**src/rtl/nibble_serial_adder_ctrl_pkg.sv**
```systemverilog
// nibble_serial_adder_ctrl_pkg: shared slice width and sequencer state encoding
package nibble_serial_adder_ctrl_pkg;
  localparam int SLICE_W = 4;
  typedef enum logic [1:0] {IDLE, RUN, DONE} state_t;
endpackage

```
**src/rtl/nibble_serial_adder_ctrl_add4_slice.sv**
```systemverilog
// add4_slice: combinational 4-bit adder slice with carry in/out
module add4_slice
  import nibble_serial_adder_ctrl_pkg::*;
(
  input  logic [SLICE_W-1:0] A,
  input  logic [SLICE_W-1:0] B,
  input  logic               Cin,
  output logic [SLICE_W-1:0] Sum,
  output logic               Cout
);
  assign {Cout, Sum} = {1'b0, A} + {1'b0, B} + {{SLICE_W{1'b0}}, Cin};
endmodule

```
**src/rtl/nibble_serial_adder_ctrl.sv**
```systemverilog
// nibble_serial_adder_ctrl: wide add sequenced one nibble per cycle through a shared slice
module nibble_serial_adder_ctrl
  import nibble_serial_adder_ctrl_pkg::*;
#(
  parameter  int NIBBLES = 4,
  localparam int W       = SLICE_W * NIBBLES,
  localparam int IW      = NIBBLES > 1 ? $clog2(NIBBLES) : 1
) (
  input  logic         clk,
  input  logic         rst,
  input  logic         in_valid,
  output logic         in_ready,
  input  logic [W-1:0] A,
  input  logic [W-1:0] B,
  input  logic         Cin,
  output logic         out_valid,
  input  logic         out_ready,
  output logic [W-1:0] Sum,
  output logic         Cout,
  output logic         busy
);
  state_t             r_state;
  logic [IW-1:0]      r_idx;
  logic               r_carry;
  logic [W-1:0]       r_a;
  logic [W-1:0]       r_b;
  logic [W-1:0]       r_sum;
  logic               r_cout;
  logic [SLICE_W-1:0] w_sa;
  logic [SLICE_W-1:0] w_sb;
  logic [SLICE_W-1:0] w_ss;
  logic               w_co;
  logic               w_last;

  assign w_sa      = r_a[SLICE_W*r_idx +: SLICE_W];
  assign w_sb      = r_b[SLICE_W*r_idx +: SLICE_W];
  assign w_last    = r_idx == IW'(NIBBLES - 1);
  assign in_ready  = r_state == IDLE && !rst;
  assign out_valid = r_state == DONE;
  assign busy      = r_state != IDLE;
  assign Sum       = r_sum;
  assign Cout      = r_cout;

  add4_slice u_slice (
    .A   (w_sa),
    .B   (w_sb),
    .Cin (r_carry),
    .Sum (w_ss),
    .Cout(w_co)
  );

  always_ff @(posedge clk) begin
    if (rst) begin
      r_state <= IDLE;
      r_idx   <= '0;
      r_carry <= 1'b0;
      r_a     <= '0;
      r_b     <= '0;
      r_sum   <= '0;
      r_cout  <= 1'b0;
    end else if (r_state == IDLE) begin
      if (in_valid) begin
        r_a     <= A;
        r_b     <= B;
        r_carry <= Cin;
        r_idx   <= '0;
        r_sum   <= '0;
        r_state <= RUN;
      end
    end else if (r_state == RUN) begin
      r_sum[SLICE_W*r_idx +: SLICE_W] <= w_ss;
      r_carry <= w_co;
      r_idx   <= w_last ? '0 : r_idx + 1'b1;
      if (w_last) begin
        r_cout  <= w_co;
        r_state <= DONE;
      end
    end else if (out_ready) begin
      r_state <= IDLE;
    end
  end
endmodule

```
**config.mk**
```make
export PLATFORM = sky130hd
export DESIGN_NAME = nibble_serial_adder_ctrl
export DESIGN_NICKNAME = d
export VERILOG_FILES = /design/src/rtl/nibble_serial_adder_ctrl_pkg.sv /design/src/rtl/nibble_serial_adder_ctrl_add4_slice.sv /design/src/rtl/nibble_serial_adder_ctrl.sv
export SDC_FILE = /design/constraint.sdc
export NUM_CORES = 1
export LEC_CHECK = 0
export ABC_AREA = 1
export CORE_MARGIN = 1.5
export CORE_UTILIZATION = 46
export CTS_CLUSTER_DIAMETER = 60
export DETAILED_ROUTE_END_ITERATION = 7
export PLACE_DENSITY = 0.85
export SYNTH_ARGS = -nofsm -noshare
export SYNTH_HDL_FRONTEND = slang
export SYNTH_HIERARCHICAL = 1
export SYNTH_SLANG_ARGS = --single-unit
```
**constraint.sdc**
```tcl
create_clock -name clk -period 2.35 [get_ports clk]
set_input_delay 0.47 -clock clk [delete_from_list [all_inputs] [get_ports clk]]
set_output_delay 0.47 -clock clk [all_outputs]
set_load 0.05 [all_outputs]
```
---- After elaboration in Yosys (flattened, before gate mapping) ----
Index checks and enable logic that the tools add are counted.
storage, ports and cells
  register bits ........................... 54
  logic and storage cells ................. 47
  output and inout bits ................... 20
  input bits .............................. 37
operators by class
  add/subtract/negate cells ............... 4
  shift operators ......................... 4
  muxes and demuxes ....................... 16
  bitwise logic cells ..................... 1
  reduce and logical (&&, ||, !) cells .... 10
  eq/ne operators ......................... 5
operator list
  kind                                                                     count
  16-bit 2-to-1 mux                                                        3
  4-bit negation with 34-bit output                                        1
  4-bit by 34-bit variable shift with 16-bit output, first input constant  1
  4-bit by 34-bit indexed part select with 16-bit output                   1
  16-bit by 5-bit indexed part select with 4-bit output                    2
  2-bit 2-to-1 mux                                                         9
  16-bit bitwise mux                                                       1
  3-bit AND reduction                                                      2
  4-bit by 4-bit adder with 5-bit output                                   1
  5-bit by 1-bit adder with 5-bit output                                   1
  2-bit equality test, second input constant                               2
  2-bit AND reduction                                                      2
  2-bit nonzero test                                                       2
  1-bit 2-to-1 mux                                                         3
  3-bit != test, second input constant                                     1
  3-bit nonzero test                                                       1
  2-bit by 1-bit adder with 2-bit output, second input constant            1
  2-bit by 1-bit equality test with 1-bit output, second input constant    1
  2-bit zero test                                                          1
  2-bit != test, second input constant                                     1
  1-bit logical AND                                                        1
  1-bit zero test                                                          1
  1-bit NOT                                                                1

---- Depth between registers and ports, before layout ----
  word-level depth ........................ 7
  gate-level depth with buffers ........... 15
  mapped depth without buffers ............ 14

---- By module ----
Netlist, hierarchy kept.
by module, submodules not included
  module                    cells each  instances  area an instance (sq um)  seq. area each (sq um)
  nibble_serial_adder_ctrl  354         1          2,457.4                   1,081.0
  add4_slice                25          1          165.2                     0.0

---- Worst setup path before layout ----
No wires, ideal clock.
  path kind ............................... register to register
  start ................................... reg r_idx[1]
  end ..................................... reg r_sum[5] (netlist: Sum[5])
  cell stages (with the launch flop) ...... 13
  slack ................................... -40 ps
  buffers on the path ..................... 1
  arrival ................................. 2,320 ps
  path through ............................ dfxtp_1 > clkbuf_1 > inv_1 > o21ai_0 > o22ai_1 > fa_1 > inv_1 > fa_1 > inv_1 > inv_1 > nor3_1 > nand2_1 > a21oi_1
on the way
  longest elaborated chain between the ends .. 7
  elaborated cells on any way between the ends .. 10
  classes of those cells .................. add/sub: 3; shift: 4; mux: 3
RTL lines
  item                                                    line                                       source
  start: declaration                                      nibble_serial_adder_ctrl.sv:23             logic [IW-1:0] r_idx;
  start signal: assignment                                nibble_serial_adder_ctrl.sv:73             r_idx <= w_last ? '0 : r_idx + 1'b1;
  16-bit by 5-bit indexed part select with 4-bit output   nibble_serial_adder_ctrl.sv:35             assign w_sa = r_a[SLICE_W*r_idx +: SLICE_W];
  net w_sa[0]                                             nibble_serial_adder_ctrl.sv:29             logic [SLICE_W-1:0] w_sa;
  4-bit by 4-bit adder with 5-bit output                  nibble_serial_adder_ctrl_add4_slice.sv:11  assign {Cout, Sum} = {1'b0, A} + {1'b0, B} + {{SLICE_W{1'b0}}, Cin};
  5-bit by 1-bit adder with 5-bit output                  nibble_serial_adder_ctrl_add4_slice.sv:11
  net w_ss[1]                                             nibble_serial_adder_ctrl.sv:31             logic [SLICE_W-1:0] w_ss;
  4-bit by 34-bit indexed part select with 16-bit output  nibble_serial_adder_ctrl.sv:71             r_sum[SLICE_W*r_idx +: SLICE_W] <= w_ss;
  16-bit bitwise mux                                      nibble_serial_adder_ctrl.sv:71
  16-bit 2-to-1 mux                                       nibble_serial_adder_ctrl.sv:70             end else if (r_state == RUN) begin
  16-bit 2-to-1 mux                                       nibble_serial_adder_ctrl.sv:61             end else if (r_state == IDLE) begin
  end signal: indexed assignment                          nibble_serial_adder_ctrl.sv:71
  end: declaration                                        nibble_serial_adder_ctrl.sv:27             logic [W-1:0] r_sum;
The timed path passes the listed nets, and every way through them passes these cells. The select of a mux whose other input is x is not followed.
A chain may end at the register's enable or synchronous reset.

---- Final worst setup path ----
  start ................................... reg r_idx[0]
  end ..................................... reg r_sum[10] (netlist: Sum[10])
Same word-level chain as after synthesis.

==> impl_results.md <==
* Setup Skew at 0.0128 ns
* # hold bufs at CTS at 0
* Worst Hold Path EP: Cout
* Slew margin rel. at 66.7%
* Hold slack at 0.472 ns
* Outcome: complete, no violations
* Post-route ant nets at 0
* Worst r2r path cells at 13
* Share of cells above drive strength 1 at 10.3%
* GPL Wtd Cong at 0.861
* Post-synthesis sequential area ratio at 41.2%
* RSZ-0062 raised after global routing: true
* Slew Limit Fails at 0
* Reg2reg start: r_idx[0]
* Hold Path Class: flop to flop
* Worst setup EP type: flop
* # nets final at 484
* Max IR drop VDD at 333 µV
* Worst-path clk slew at 0.10 ns
* Worst-Skew Late Latency at 0.31 ns
* Crit path max fanout at 12
* Boundary Pins at 57
* Max Root-Sink Buffers at 2
* GR Util met2 at 37.1%
* Arrival @ worst endpoint at 2.48 ns
* First-pass GRT wire length at 10.3 mm
* Met1 usage at 24.4%
* Startpoint type of the worst setup path: flop
* Vias in the first global route at 2448
* P&R area growth vs syn at 31.8%
* Die footprint at 6160 µm²
* Starting DRT DRC Count at 95
* Power Dens Cells at 664 nW/µm²
* Number of I/O port buffers at 56
* Warnings from Yosys at 6
* Total placed cells including tap cells at 500
* Leak at 0.00146 µW
* Starting Density at 47.6%
* # setup viols final at 0
* Initial antenna violation count at 0
* Final hold vios at 0
* Dpl hpwl at 4.46 mm
* DIE HEIGHT at 78.5 µm
* Gr busiest metal: met2
* Met3 Usage GRT at 4.30%
* Peak Freq at 450 MHz
* Clock Sinks at 54
* Post-DR vias/cell at 5.05
* Detailed Routing Iterations Pass 1 at 5
* Final Cell Area at 3460 µm²
* Max Cap Violations at 0
* TritonCTS clock tree: built
* Largest net degree at the start of global routing at 47
* CP Class: flop to flop
* Routed len/inst at 11.9 µm
* Distinct cell type count after synthesis at 23
* Net Count, Synth at 427
* GRT Residual Overflow at 0
* FF-to-FF End: Sum[10]
* FF+latch count, synth at 54
* Htree depth at 2
* Hold-critical path depth at 2
* Routed WL at 6.05 mm
* Syn_area_per_cell at 6.92 µm²
* Power Total at 2290 µW
* Setup slack on the worst flop-to-flop path at 0.13 ns
* Final Instance Count excl. Fillers at 508
* Ant. Diodes at 0
* Minimum clock period at 2.22 ns
* Worst Hold Launch: Cout
* Root Driver: clkbuf_8
* Fin crit share at 94.5%
* Synthesized cell area at 2620 µm²
* Placed inst area at 3270 µm²
* Global-route usage over all layers at 21.0%
* DR vias at 2566
* Cells after Synth at 379
* CP required at 2.61 ns
* Worst-margin pin slew at 0.499 ns
* Die W at 78.5 µm
* DRC viols at 0
* CORE AREA at 5510 µm²
* Rows at 27
* TritonCTS buffer count at 5
[registers in the layout, summed over array words and instances (netlist names)]
name     cells
r_carry      1
r_a         16
r_b         16
Sum         16
r_state      2
r_idx        2
Cout         1
[worst max path at each step]
stage	slack, ns	start	end	cells after the start
2_1_floorplan	0.03	r_idx[0]	Sum[5]	12
3_3_place_gp	0.12	r_idx[0]	Sum[6]	11
3_5_place_dp	-0.06	r_idx[0]	Sum[5]	11
4_1_cts	0.003	r_idx[1]	Sum[9]	13
5_1_grt	-0.01	r_idx[0]	Sum[15]	13
6_report	0.13	r_idx[0]	Sum[10]	13
[cell type report]
type                    count  area (µm²)
clock inverters             1        30.0
inverters                  31         116
clock buffers               6        82.6
flip-flops and latches     54        1090
fillers                   461        2050
multi-input cells         275        1380
well taps                  72        90.1
repair buffers             69         673
[synthesized netlist by cell type (all sizes together)]
cell type	instances	share of area, %
nand3b	1	0.29
nor3	4	0.76
nand2	48	7.2
dfxtp	54	41
inv	30	4.3
o21ai	54	10
clkinv	1	0.14
a21oi	20	3.8
o22ai	8	1.9
nand3	17	3.2
fa	2	1.5
nor2	106	16
clkbuf	8	1.1
nand4	5	1.2
ha	9	4.3
buf	11	2.8
xnor2	1	0.33
[worst max-delay path: stages, from the launching register on]
cell	delay [ns]
dfxtp_4	0.37
inv_2	0.12
buf_6	0.16
nor2_1	0.05
o22ai_2	0.23
inv_1	0.10
fa_1	0.48
xnor2_2	0.16
inv_1	0.08
nor2_1	0.10
nand2_1	0.06
nor2_1	0.10
nor2_1	0.06
nor2_1	0.08
[metrics by stage]
| stage | utilization [%] | TNS, ns | setup slack [ns] |
|---|---|---|---|
| floorplan | - | 0 | 0.0297 |
| CTS | 61.8 | 0 | 0.00297 |
| global placement | 59.4 | 0 | 0.116 |
| finish | 62.8 | 0 | 0.130 |
| global route | 62.8 | -0.0127 | -0.0127 |
| detailed placement | 59.4 | -0.144 | -0.0615 |
[logic make-up after synthesis]
family / share of synthesized area (%)
fa+ha+maj: 5.82
xor+xnor: 0.334
simple gates: 28.2
flops: 41.2
compound gates: 16.0
buf+inv: 8.40
[timing repair]
| action | 4_1_cts | 5_1_grt |
|---|---|---|
| pin swaps | 0 | 3 |
| setup buffers | 0 | 1 |
| gates resized for setup | 6 | 21 |
| endpoints found under the setup margin | 7 | 13 |
| endpoints found under the hold margin | 0 | 0 |
[cells in the final DEF, fill, tap and decap left out, drive strengths merged, types with 9 or more instances in the layout]
master / Yosys / final
nand3: 17 / 17
nor2: 106 / 106
ha: 9 / 9
dfxtp: 54 / 54
inv: 30 / 30
o21ai: 54 / 54
buf: 11 / 14
nand2: 48 / 48
clkdlybuf4s50: 0 / 53
a21oi: 20 / 20
[layer usage]
metal / wire length, µm / part of all wire [%]
met1: 2580 / 43
met2: 3120 / 52
met3: 262 / 4.3
met4: 83 / 1.4
met5: 0 / 0
[power breakdown]
part	switching (µW)	internal, µW	leakage (µW)
sequential	45.2	984	0.000447
combinational	376	258	0.000955
clock	290	341	0.0000573
total	711	1580	0.00146
(Power assumes the default switching activity.)
